### config.mk
export PLATFORM = sky130hd
export DESIGN_NAME = ibuffer_warp
export DESIGN_NICKNAME = d
export VERILOG_FILES = /design/src/rtl/ibuf_pkg.sv /design/src/rtl/ibuf_fifo.sv /design/src/rtl/ibuffer_warp.sv
export SDC_FILE = /design/constraint.sdc
export NUM_CORES = 1
export LEC_CHECK = 0
export ABC_CLOCK_PERIOD_IN_PS = 6700
export CAP_MARGIN = 20
export CELL_PAD_IN_SITES_DETAIL_PLACEMENT = 0
export CELL_PAD_IN_SITES_GLOBAL_PLACEMENT = 1
export CORE_MARGIN = 1.5
export CORE_UTILIZATION = 52
export CTS_CLUSTER_DIAMETER = 40
export DETAILED_ROUTE_END_ITERATION = 8
export GPL_TIMING_DRIVEN = 0
export MAX_ROUTING_LAYER = met4
export PLACE_DENSITY = 0.95
export SLEW_MARGIN = 0
export SYNTH_ARGS = -nofsm -noshare
export SYNTH_HDL_FRONTEND = slang
export SYNTH_SLANG_ARGS = --single-unit
### constraint.sdc
create_clock -name clk -period 6.7 [get_ports clk]
set_clock_uncertainty 0.05 [all_clocks]
set_input_delay 1.34 -clock clk [delete_from_list [all_inputs] [get_ports clk]]
set_output_delay 1.34 -clock clk [all_outputs]
set_load 0.02 [all_outputs]
### src/rtl/ibuf_pkg.sv
// Shared types for the per-warp instruction buffer: ID widths, replay FSM states and the FIFO entry.
package ibuf_pkg;

  localparam int unsigned REG_ID_W   = 5;
  localparam int unsigned SCBID_W    = 2;
  localparam int unsigned IB_INSTR_W = 32;

  typedef enum logic [1:0] {
    IDLE     = 2'd0,
    WAIT_MEM = 2'd1,
    REPLAY   = 2'd2
  } rpl_state_e;

  typedef struct packed {
    logic [IB_INSTR_W-1:0] instr;
    logic [REG_ID_W-1:0]   src1;
    logic [REG_ID_W-1:0]   src2;
    logic [REG_ID_W-1:0]   dst;
    logic                  src1_valid;
    logic                  src2_valid;
    logic                  dst_valid;
    logic                  replayable;
    logic                  sw_lwbar;
  } ib_entry_t;

endpackage

### src/rtl/ibuf_fifo.sv
// DEPTH x ib_entry_t synchronous FIFO; head is zeroed when empty.
// IBUF_FLUSH_EN adds a synchronous clear that also suppresses that cycle's push.
module ibuf_fifo
  import ibuf_pkg::*;
#(
  parameter int unsigned DEPTH     = 4,
  parameter int unsigned LOG_DEPTH = $clog2(DEPTH)
) (
  input  logic      clk,
  input  logic      rst,
  input  logic      push_i,
  input  logic      pop_i,
`ifdef IBUF_FLUSH_EN
  input  logic      clear_i,
`endif
  input  ib_entry_t din_i,
  output ib_entry_t head_o,
  output logic      full_o,
  output logic      empty_o
);

  ib_entry_t            mem_q [DEPTH];
  logic [LOG_DEPTH-1:0] wr_q, wr_d, rd_q, rd_d;
  logic [LOG_DEPTH:0]   cnt_q, cnt_d;
  logic                 push_ok, pop_ok;

  assign full_o  = (cnt_q == (LOG_DEPTH+1)'(DEPTH));
  assign empty_o = (cnt_q == '0);
  assign pop_ok  = pop_i & ~empty_o;
  // A full FIFO still accepts a push when the head leaves in the same cycle.
`ifdef IBUF_FLUSH_EN
  assign push_ok = push_i & (~full_o | pop_i) & ~clear_i;
`else
  assign push_ok = push_i & (~full_o | pop_i);
`endif

  always_comb begin
    wr_d  = wr_q;
    rd_d  = rd_q;
    cnt_d = cnt_q + (LOG_DEPTH+1)'(push_ok) - (LOG_DEPTH+1)'(pop_ok);
    if (push_ok) wr_d = wr_q + LOG_DEPTH'(1);
    if (pop_ok)  rd_d = rd_q + LOG_DEPTH'(1);
`ifdef IBUF_FLUSH_EN
    if (clear_i) begin
      wr_d  = '0;
      rd_d  = '0;
      cnt_d = '0;
    end
`endif
  end

  always_ff @(posedge clk or negedge rst) begin
    if (!rst) begin
      wr_q  <= '0;
      rd_q  <= '0;
      cnt_q <= '0;
    end else begin
      wr_q  <= wr_d;
      rd_q  <= rd_d;
      cnt_q <= cnt_d;
    end
  end

  always_ff @(posedge clk) begin
    if (push_ok) mem_q[wr_q] <= din_i;
  end

  assign head_o = empty_o ? '0 : mem_q[rd_q];

endmodule

### src/rtl/ibuffer_warp.sv
// Per-warp instruction buffer: FIFO ahead of the scoreboard, issue register and LW/SW replay slot.
// IBUF_FLUSH_EN adds a flush input that empties the FIFO.
module ibuffer_warp
  import ibuf_pkg::*;
#(
  parameter int unsigned DEPTH     = 4,
  parameter int unsigned INSTR_W   = 32,
  parameter int unsigned LOG_DEPTH = $clog2(DEPTH)
) (
  input  logic                clk,
  input  logic                rst,
  input  logic                dec_valid,
  input  logic [INSTR_W-1:0]  dec_instr,
  input  logic [REG_ID_W-1:0] dec_src1,
  input  logic [REG_ID_W-1:0] dec_src2,
  input  logic [REG_ID_W-1:0] dec_dst,
  input  logic                dec_src1_valid,
  input  logic                dec_src2_valid,
  input  logic                dec_dst_valid,
  input  logic                dec_replayable,
  input  logic                dec_SW_LWbar,
`ifdef IBUF_FLUSH_EN
  input  logic                flush,
`endif
  output logic                full_IB_Dec,
  output logic [REG_ID_W-1:0] src1,
  output logic [REG_ID_W-1:0] src2,
  output logic [REG_ID_W-1:0] dst,
  output logic                src1_valid,
  output logic                src2_valid,
  output logic                dst_valid,
  output logic                replayable,
  input  logic                full_Scb_IB,
  input  logic                dependent_Scb_IB,
  input  logic [SCBID_W-1:0]  ScbID_Scb_IB,
  output logic                RP_req_IB,
  output logic                Rpl_req_IB,
  input  logic                RP_grt,
  input  logic                Rpl_grt,
  output logic                RP_grt_IB_Scb,
  output logic                issue_valid_IB_OC,
  output logic [INSTR_W-1:0]  issue_instr_IB_OC,
  output logic [SCBID_W-1:0]  issue_ScbID_IB_OC,
  input  logic                mem_replay,
  input  logic                mem_done,
  output logic                replay_complete,
  output logic [SCBID_W-1:0]  replay_complete_ScbID,
  output logic                replay_SW_LWbar
);

  ib_entry_t           din, head;
  logic                empty;
  rpl_state_e          state_q, state_d;
  logic [INSTR_W-1:0]  slot_instr_q, slot_instr_d;
  logic [SCBID_W-1:0]  slot_scbid_q, slot_scbid_d;
  logic                slot_sw_q, slot_sw_d;
  logic                issue_valid_q, issue_valid_d;
  logic [INSTR_W-1:0]  issue_instr_q, issue_instr_d;
  logic [SCBID_W-1:0]  issue_scbid_q, issue_scbid_d;

  always_comb begin
    din            = '0;
    din.instr      = IB_INSTR_W'(dec_instr);
    din.src1       = dec_src1;
    din.src2       = dec_src2;
    din.dst        = dec_dst;
    din.src1_valid = dec_src1_valid;
    din.src2_valid = dec_src2_valid;
    din.dst_valid  = dec_dst_valid;
    din.replayable = dec_replayable;
    din.sw_lwbar   = dec_SW_LWbar;
  end

  ibuf_fifo #(
    .DEPTH     (DEPTH),
    .LOG_DEPTH (LOG_DEPTH)
  ) u_fifo (
    .clk     (clk),
    .rst     (rst),
    .push_i  (dec_valid),
    .pop_i   (RP_grt),
`ifdef IBUF_FLUSH_EN
    .clear_i (flush),
`endif
    .din_i   (din),
    .head_o  (head),
    .full_o  (full_IB_Dec),
    .empty_o (empty)
  );

  assign src1       = head.src1;
  assign src2       = head.src2;
  assign dst        = head.dst;
  assign src1_valid = head.src1_valid;
  assign src2_valid = head.src2_valid;
  assign dst_valid  = head.dst_valid;
  assign replayable = head.replayable;

  // A second LW/SW cannot issue while the single replay slot is occupied.
`ifdef IBUF_FLUSH_EN
  assign RP_req_IB = ~empty & ~full_Scb_IB & ~dependent_Scb_IB &
                     ~(head.replayable & (state_q != IDLE)) & ~flush;
`else
  assign RP_req_IB = ~empty & ~full_Scb_IB & ~dependent_Scb_IB &
                     ~(head.replayable & (state_q != IDLE));
`endif

  assign Rpl_req_IB            = (state_q == REPLAY);
  assign RP_grt_IB_Scb         = RP_grt;
  assign replay_complete       = (state_q == WAIT_MEM) & mem_done;
  assign replay_complete_ScbID = replay_complete ? slot_scbid_q : '0;
  assign replay_SW_LWbar       = replay_complete & slot_sw_q;

  assign issue_valid_IB_OC = issue_valid_q;
  assign issue_instr_IB_OC = issue_instr_q;
  assign issue_ScbID_IB_OC = issue_scbid_q;

  always_comb begin
    state_d       = state_q;
    slot_instr_d  = slot_instr_q;
    slot_scbid_d  = slot_scbid_q;
    slot_sw_d     = slot_sw_q;
    issue_valid_d = 1'b0;
    issue_instr_d = '0;
    issue_scbid_d = '0;

    if (RP_grt) begin
      issue_valid_d = 1'b1;
      issue_instr_d = INSTR_W'(head.instr);
      issue_scbid_d = ScbID_Scb_IB;
    end else if (Rpl_grt && state_q == REPLAY) begin
      issue_valid_d = 1'b1;
      issue_instr_d = slot_instr_q;
      issue_scbid_d = slot_scbid_q;
    end

    case (state_q)
      IDLE: begin
        if (RP_grt && head.replayable) begin
          state_d      = WAIT_MEM;
          slot_instr_d = INSTR_W'(head.instr);
          slot_scbid_d = ScbID_Scb_IB;
          slot_sw_d    = head.sw_lwbar;
        end
      end
      WAIT_MEM: begin
        if (mem_done)        state_d = IDLE;
        else if (mem_replay) state_d = REPLAY;
      end
      REPLAY: begin
        if (Rpl_grt) state_d = WAIT_MEM;
      end
      default: state_d = IDLE;
    endcase
  end

  always_ff @(posedge clk or negedge rst) begin
    if (!rst) begin
      state_q       <= IDLE;
      slot_instr_q  <= '0;
      slot_scbid_q  <= '0;
      slot_sw_q     <= 1'b0;
      issue_valid_q <= 1'b0;
      issue_instr_q <= '0;
      issue_scbid_q <= '0;
    end else begin
      state_q       <= state_d;
      slot_instr_q  <= slot_instr_d;
      slot_scbid_q  <= slot_scbid_d;
      slot_sw_q     <= slot_sw_d;
      issue_valid_q <= issue_valid_d;
      issue_instr_q <= issue_instr_d;
      issue_scbid_q <= issue_scbid_d;
    end
  end

endmodule
Word-level counts from Yosys, hierarchy flattened
Memories as Yosys holds them, arrays and structs flattened.
Cells that the tools add are included.
{ "word_totals": {"regBits": 79, "ramBits": 208, "in_bits": 63, "output_inout_bits": 62, "wordCells": 57, "mem_count": 1} }
{ "op_classes": {"add_sub_neg": 4, "n_eq_ne": 6, "n_mux": 15, "bitwise_logic": 14, "n_reduce_logical": 7} }
{ "mem_list": {"columns": ["memory", "words", "width", "read_ports", "rd_clocked_by_memory_dff", "wr", "line", "text"], "rows": [
  ["u_fifo.mem_q", 4, 52, 1, 0, 1, "ibuf_fifo.sv:22", "ib_entry_t mem_q [DEPTH];"]
]} }
{ "ops": {"columns": ["operator", "count"], "rows": [
  ["32-bit two-way mux", 2],
  ["52-bit two-way mux", 1],
  ["2-bit two-way mux", 7],
  ["1-bit AND", 8],
  ["2-bit one-hot mux with 3 select lines", 1],
  ["1-bit NOT", 5],
  ["2-bit by 1-bit adder with 2-bit output, second input constant", 2],
  ["1-bit two-way mux", 4],
  ["3-bit by 1-bit adder with 3-bit output", 1],
  ["3-bit == test, second input constant", 1],
  ["3-bit logical NOT", 1],
  ["3-bit != test, second input constant", 1],
  ["3-bit AND reduction", 1],
  ["3-bit by 1-bit subtractor with 3-bit output", 1],
  ["2-bit by 1-bit == test with 1-bit output, second input constant", 1],
  ["2-bit == test, second input constant", 1],
  ["1-bit logical AND", 2],
  ["2-bit logical NOT", 1],
  ["2-bit by 1-bit != test with 1-bit output, second input constant", 1],
  ["2-bit != test, second input constant", 1],
  ["2-bit AND reduction", 1],
  ["2-bit nonzero test", 1],
  ["1-bit bitwise OR", 1]
]} }

Depth between registers and ports, before layout
Gate-level depths: netlist (run 1).
{ "logic_depth": {"word_depth": 6, "ltp_mapped": 9} }

Hierarchy
From an unflattened synthesis (run 1), not the netlist that was laid out.
{ "unflattened": {"hier_cells": 573, "hier_area_um2": 11315.9} }
{ "modules_own_cells": {"columns": ["module", "n_inst", "cells_per_inst", "area_per_inst_um2", "seq_area_each_um2"], "rows": [
  ["ibuf_fifo", 1, 367, 8293.0, 6421.2],
  ["ibuffer_warp", 1, 206, 3022.9, 1801.7]
]} }

Worst setup path after synthesis (run 1)
Ideal clock, no wire load.
{ "synth_timing": {"kind": "in2reg", "start": "input RP_grt", "end": "memory u_fifo.mem_q[0][0] (netlist bit), enable pin", "arrival_time_ns": 3.008, "required_time_ns": 6.235, "setup_slack_ns": 3.227, "cell_stages": 3, "path_buffers": 0, "path_cell_list": "inv_1 a21boi_1 and2_1"} }
{ "synth_between": {"elab_chain_len": 4} }
{ "synth_lines": {"columns": ["element", "line", "text"], "rows": [
  ["start, declared", "ibuffer_warp.sv:38", "input logic RP_grt,"],
  ["1-bit bitwise OR", "ibuf_fifo.sv:34", "assign push_ok = push_i & (~full_o | pop_i);"],
  ["1-bit AND", "ibuf_fifo.sv:34", null],
  ["via u_fifo.push_ok", "ibuf_fifo.sv:25", "logic push_ok, pop_ok;"],
  ["1-bit two-way mux", "ibuf_fifo.sv:65", "if (push_ok) mem_q[wr_q] <= din_i;"],
  ["1-bit two-way mux (implied by the code)", "ibuf_fifo.sv:65", null],
  ["end, declared", "ibuf_fifo.sv:22", null]
]} }
The timed path passes the listed nets, and every way through them passes these cells.

==> metrics, run 1 <==
Num CTS Buffers 36; Multi-input gate area 2380 sq um; mean post-synth cell area 18.8 sq um; Worst-path clk slew 0.06 ns; via count 5714; Routed WL 22.1 mm; DIE WIDTH 149 microns; CTS hold repair buffers 0; yosys warns 0; asr flop ratio synth 27.5%; FMAX 0.227 GHz; crit path cell chain clkbuf_1 -> clkbuf_1 -> mux4_2 -> and2_1 -> buf_4 -> clkdlybuf4s50_1; FF+latch count, synth 287; pwr/cell area 478 nW/um^2; Starting DRT DRC Count 341; Post-Syn Area 11000 sq um; sequential element share of the synthesized area 74.5%; total grt overflow 0; CP arrival 3.02 ns; final antenna-violating net count 0; antenna cells 0; dominant synthesized flop cell edfxtp_1; Global Route Usage Sum 21.7%; setup TNS 0 ns; I/O pin count 125; post-CTS setup buffers 0; post-cts resize count 0; # fillers 1368; max-cap violations 0; Slew headroom 45.4%; CTS sink cnt 287; Post-synth EDFFs 208; most frequent cell after synthesis edfxtp_1; CP bufs+invs 4; leakage power 5.22 nW; Crit. End Element output pin; fin nets 823; DRC 0; maximum VDD drop 0.000404 V; CP peak stage delay 0.56 ns; TritonRoute pass-1 iters 5; cell mode on critical path clkbuf_1; post-DP HPWL 14.1 mm; run status finished clean; Setup Viol. Count Final 0; clock tree buffer depth 3; area delta synth->final 25.7%; DIE AREA 22100 sq um; CTS tree built; WL/cell 21.0 microns; largest area contributor in the netlist edfxtp_1; worst setup path class flop to output pin; Sequential Area 8220 sq um; Final Max Tran Viols 0; Syn Nets 656; post-synth cell types 28; number of global-route vias before repair 6251; gpl congestion 0.753; RSZ-0062 raised after global routing false; Port Buf Inserts 124; Post-synth top cells edfxtp_1, dfrtp_1, mux4_2; peak fanout along the critical path 10; Crit path max-delay family buffers and inverters; initial antenna violation count 0; CTS root buf clkbuf_16; first-pass GRT wire length 34.3 mm; measured slew at the worst slew-check pin 0.819 ns; period utilization 65.8%; Hold WC Path Type flop to flop; starting density of the core 52.8%; layout cells sized above 1 19.5%; top cells by area, synth edfxtp_1, dfrtp_1, mux4_2; CP Data Required Time 5.31 ns; Final Hold Violating Endpoints 0; die height 149 microns; Slowest-stage cell, CP clkbuf_1; Core Region 20900 sq um; worst skew pair latency 0.51 ns; # rows 53; Total Power 6.63 mW; Mapped Cells 586; largest net degree at the start of global routing 50; crit path launch type flop; vias per cell 5.42; crit path time final 4.41 ns; H-tree depth 2; post-synth top area share 56.6%
[cell usage in the layout (no fill, tap or decap), types with 9 or more instances in the layout]
| cell type | synthesis | routed |
|---|---|---|
| a22o_1 | 35 | 35 |
| and2_1 | 26 | 22 |
| buf_2 | 9 | 9 |
| buf_4 | 16 | 17 |
| clkbuf_1 | 15 | 18 |
| clkbuf_16 | 0 | 37 |
| clkdlybuf4s50_1 | 0 | 123 |
| dfrtp_1 | 79 | 79 |
| edfxtp_1 | 208 | 208 |
| inv_1 | 42 | 42 |
| mux2i_1 | 33 | 33 |
| mux4_2 | 52 | 52 |
| nand2_1 | 36 | 36 |
[logic make-up (layout without fill, tap and decap cells)]
kind of cell               count (synthesis)  in the layout  synth area share (%)
adders and majority gates                  7              7                 0.862
and+or+nand+nor                           72             72                  3.27
AOI/OAI and AO/OA                         39             39                  3.06
muxes                                     88             88                  13.9
DFF                                      287            287                  74.5
buffers and inverters                     88            281                  3.98
xor gates and xnor gates                   5              5                 0.397
[flip-flops by register name, indices dropped and copies added, names as in the netlist]
name and cells:
u_fifo.mem_q 208, issue_instr_IB_OC 32, slot_instr_q 32, u_fifo.cnt_q 3
issue_ScbID_IB_OC 2, slot_scbid_q 2, state_q 2, u_fifo.rd_q 2
u_fifo.wr_q 2, issue_valid_IB_OC 1, slot_sw_q 1
[where the power goes]
part           total (mW)  internal [mW]  switching [mW]
logic                2.23           1.10            1.13
clock network        1.82           1.06           0.764
registers            2.57           2.41           0.164
[layer usage]
layer / track usage (%) / up-vias / share of wire (%)
met5: - / - / 0
met4: 6.68 / 0 / 2.0
met3: 4.94 / 41 / 5.8
met2: 37.0 / 181 / 52
met1: 25.9 / 2944 / 40
li1: - / 2548 / -
[final cells by class]
class | instances | area share [%]
Sequential cell | 287 | 59.3
Multi-Input combinational cell | 211 | 17.1
Timing Repair Buffer | 129 | 9.70
Clock buffer | 42 | 6.95
Tap cell | 275 | 2.48
Buffer | 46 | 2.03
Clock inverter | 22 | 1.29
Inverter | 42 | 1.14
[through the flow]
step,setup slack (ns),util [%],area [sq um],std cells,hold WS (ns)
global placement,1.41,60.4,12600,985,0.434
finish,2.29,66.4,13900,1054,0.449
detailed placement,2.30,60.9,12700,990,0.433
global route,2.16,66.4,13900,1054,0.459
CTS,2.23,66.4,13900,1054,0.444
floorplan,3.23,-,11000,586,0.423
[worst paths after layout]
check,start,endpoint,slack [ns],depth (start not counted)
setup / recovery,u_fifo.rd_q[1],src2[3],2.29,6
setup reg to reg,u_fifo.cnt_q[1],u_fifo.cnt_q[2],3.88,9
min in group asynchronous,rst,slot_instr_q[9],0.72,1
hold reg to reg,slot_instr_q[14],issue_instr_IB_OC[14],0.45,1
max in group asynchronous,rst,slot_instr_q[29],5.27,2
hold / removal,slot_instr_q[14],issue_instr_IB_OC[14],0.45,1
[worst reg2reg max path, cell delays in order (launching register included)]
cell	delay, ns
dfrtp_1	0.42
o31a_1	0.13
clkbuf_1	0.40
clkbuf_1	0.53
ha_1	0.24
inv_1	0.04
ha_1	0.19
fa_1	0.40
xor2_1	0.21
xnor2_1	0.14
Power figures use the tool's default switching activity.
==> run 2, diff against run 1 <==
Settings changed: ABC_CLOCK_PERIOD_IN_PS 6700 to 4570, CORE_UTILIZATION 52 to 48, PLACE_DENSITY 0.95 to 0.89.
Clock period 6.7 ns to 4.57 ns, I/O delays scaled along.
==> run 2 against run 1 <==
Final area about the same. Flip-flop and latch count unchanged. Combinational power up 44%. Total power up 48%. Hold slack worse by 0.17 ns. Core utilization down 4.9 points. Worst setup slack worse by 1.7 ns. Critical path type unchanged. Largest power group unchanged.
==> metrics, run 2 (same netlist as run 1, synthesis figures left out) <==
run status finished clean; Hold WC Path Type input port to async pin; FMAX 0.251 GHz; WL/cell 19.8 microns; CP arrival 3.02 ns; H-tree depth 2; most frequent cells in the layout edfxtp_1, clkdlybuf4s50_1, dfrtp_1, mux4_2, inv_1; crit path launch type flop; total grt overflow 0; initial antenna violation count 1; measured slew at the worst slew-check pin 0.856 ns; internal power 6.86 mW; Setup Viol. Count Final 0; Worst-path clk slew 0.05 ns; DRC 0; clock tree buffer depth 3; max FFs per register 208; final antenna-violating net count 0; Reg with most FFs u_fifo.mem_q; post-cts resize count 0; # rows 55; period utilization 87.2%; first-pass GRT wire length 33.3 mm; DIE AREA 23900 sq um; area delta synth->final 25.9%; fin nets 819; CP Data Required Time 3.61 ns; CTS hold repair buffers 0; post-placement cell area 12700 sq um; crit path time final 3.99 ns; CTS root buf clkbuf_16; RSZ-0062 raised after global routing false; largest net degree at the start of global routing 54; setup TNS 0 ns; # fillers 1630; vias per cell 5.32; starting density of the core 48.9%; Port Buf Inserts 124; worst setup path class flop to output pin; max-cap violations 0; worst skew pair latency 0.50 ns; Global Route Usage Sum 18.8%; gpl congestion 0.758; combinational share of power 32.7%; post-DP HPWL 12.8 mm; die height 155 microns; post-CTS setup buffers 0; Crit Reg-Reg Endpoint u_fifo.cnt_q[2]; DIE WIDTH 155 microns; r2r worst-path depth 9; leakage power 5.24 nW; number of global-route vias before repair 6222; Routed WL 21.1 mm; maximum VDD drop 0.000459 V; Crit. End Element output pin; I/O pin count 125; switching share of total power 30.1%; TritonRoute pass-1 iters 4; Final Max Tran Viols 0; Net Switching 2.96 mW; Slew headroom 42.9%; worst setup path start u_fifo.rd_q[1]; Clk network pwr share 28.8%; CTS tree built; layout cells sized above 1 19.2%; Total Power 9.82 mW; Core Region 22600 sq um; sequential share of power 38.5%; pwr/cell area 707 nW/um^2; CTS sink cnt 287; Layout Cell Area excl Fill 13900 sq um; peak fanout along the critical path 10; R2R setup slack 1.68 ns; commonest non-fill, non-tap cell in the layout edfxtp_1; Final Hold Violating Endpoints 0; Critical R2R Launch u_fifo.cnt_q[1]; Starting DRT DRC Count 413; Num CTS Buffers 36; via count 5657
[run 2: power groups by stage]
stage	clock (mW)	combinational, mW	sequential (mW)
2_1_floorplan	0	1.99	3.92
6_report	2.83	3.21	3.78
4_1_cts	2.89	3.27	3.78
3_3_place_gp	0	3.15	3.81
5_1_grt	2.99	3.47	3.84
3_5_place_dp	0	3.25	3.83
[run 2: per-stage QoR]
step / std cells / hold WS, ns / util, % / setup WS (ns)
2_1_floorplan: 586 / 0.423 / - / 1.52
3_3_place_gp: 995 / 0.435 / 56.0 / -0.200
3_5_place_dp: 996 / 0.442 / 56.1 / 0.563
4_1_cts: 1062 / 0.273 / 61.5 / 0.514
5_1_grt: 1063 / 0.295 / 61.5 / 0.407
6_report: 1063 / 0.277 / 61.5 / 0.584
[run 2: critical path, stage by stage (launching register included)]
cell             delay [ns]
dfrtp_1                0.31
clkbuf_1               0.35
clkbuf_1               0.60
mux4_2                 0.40
and2_1                 0.19
buf_4                  0.13
clkdlybuf4s50_1        0.52
[run 2: area by class of cell]
class	instances	area, sq um	area share [%]
Clock inverter	22	265	1.91
Antenna cell	1	2.50	0.0180
Multi-Input combinational cell	211	2380	17.2
Buffer	46	282	2.03
Tap cell	285	357	2.57
Sequential cell	287	8220	59.2
Inverter	42	158	1.14
Clock buffer	44	952	6.86
Timing Repair Buffer	125	1270	9.12
[run 2: worst max-delay path by stage]
stage | to | cells past startpoint
after floorplan | u_fifo.mem_q[0][0] | 3
after global placement | issue_instr_IB_OC[15] | 1
after detailed placement | u_fifo.cnt_q[2] | 10
after CTS | src2[4] | 6
after global routing | src2[4] | 6
final | src2[4] | 6
[run 2: layer usage]
metal	wire (microns)	up-vias	GRT usage (%)	share of wire, %
li1	-	2534	-	-
met1	8670	2908	22.4	41
met2	10700	164	31.8	51
met3	1140	51	4.09	5.4
met4	585	0	6.96	2.8
met5	0	-	-	0
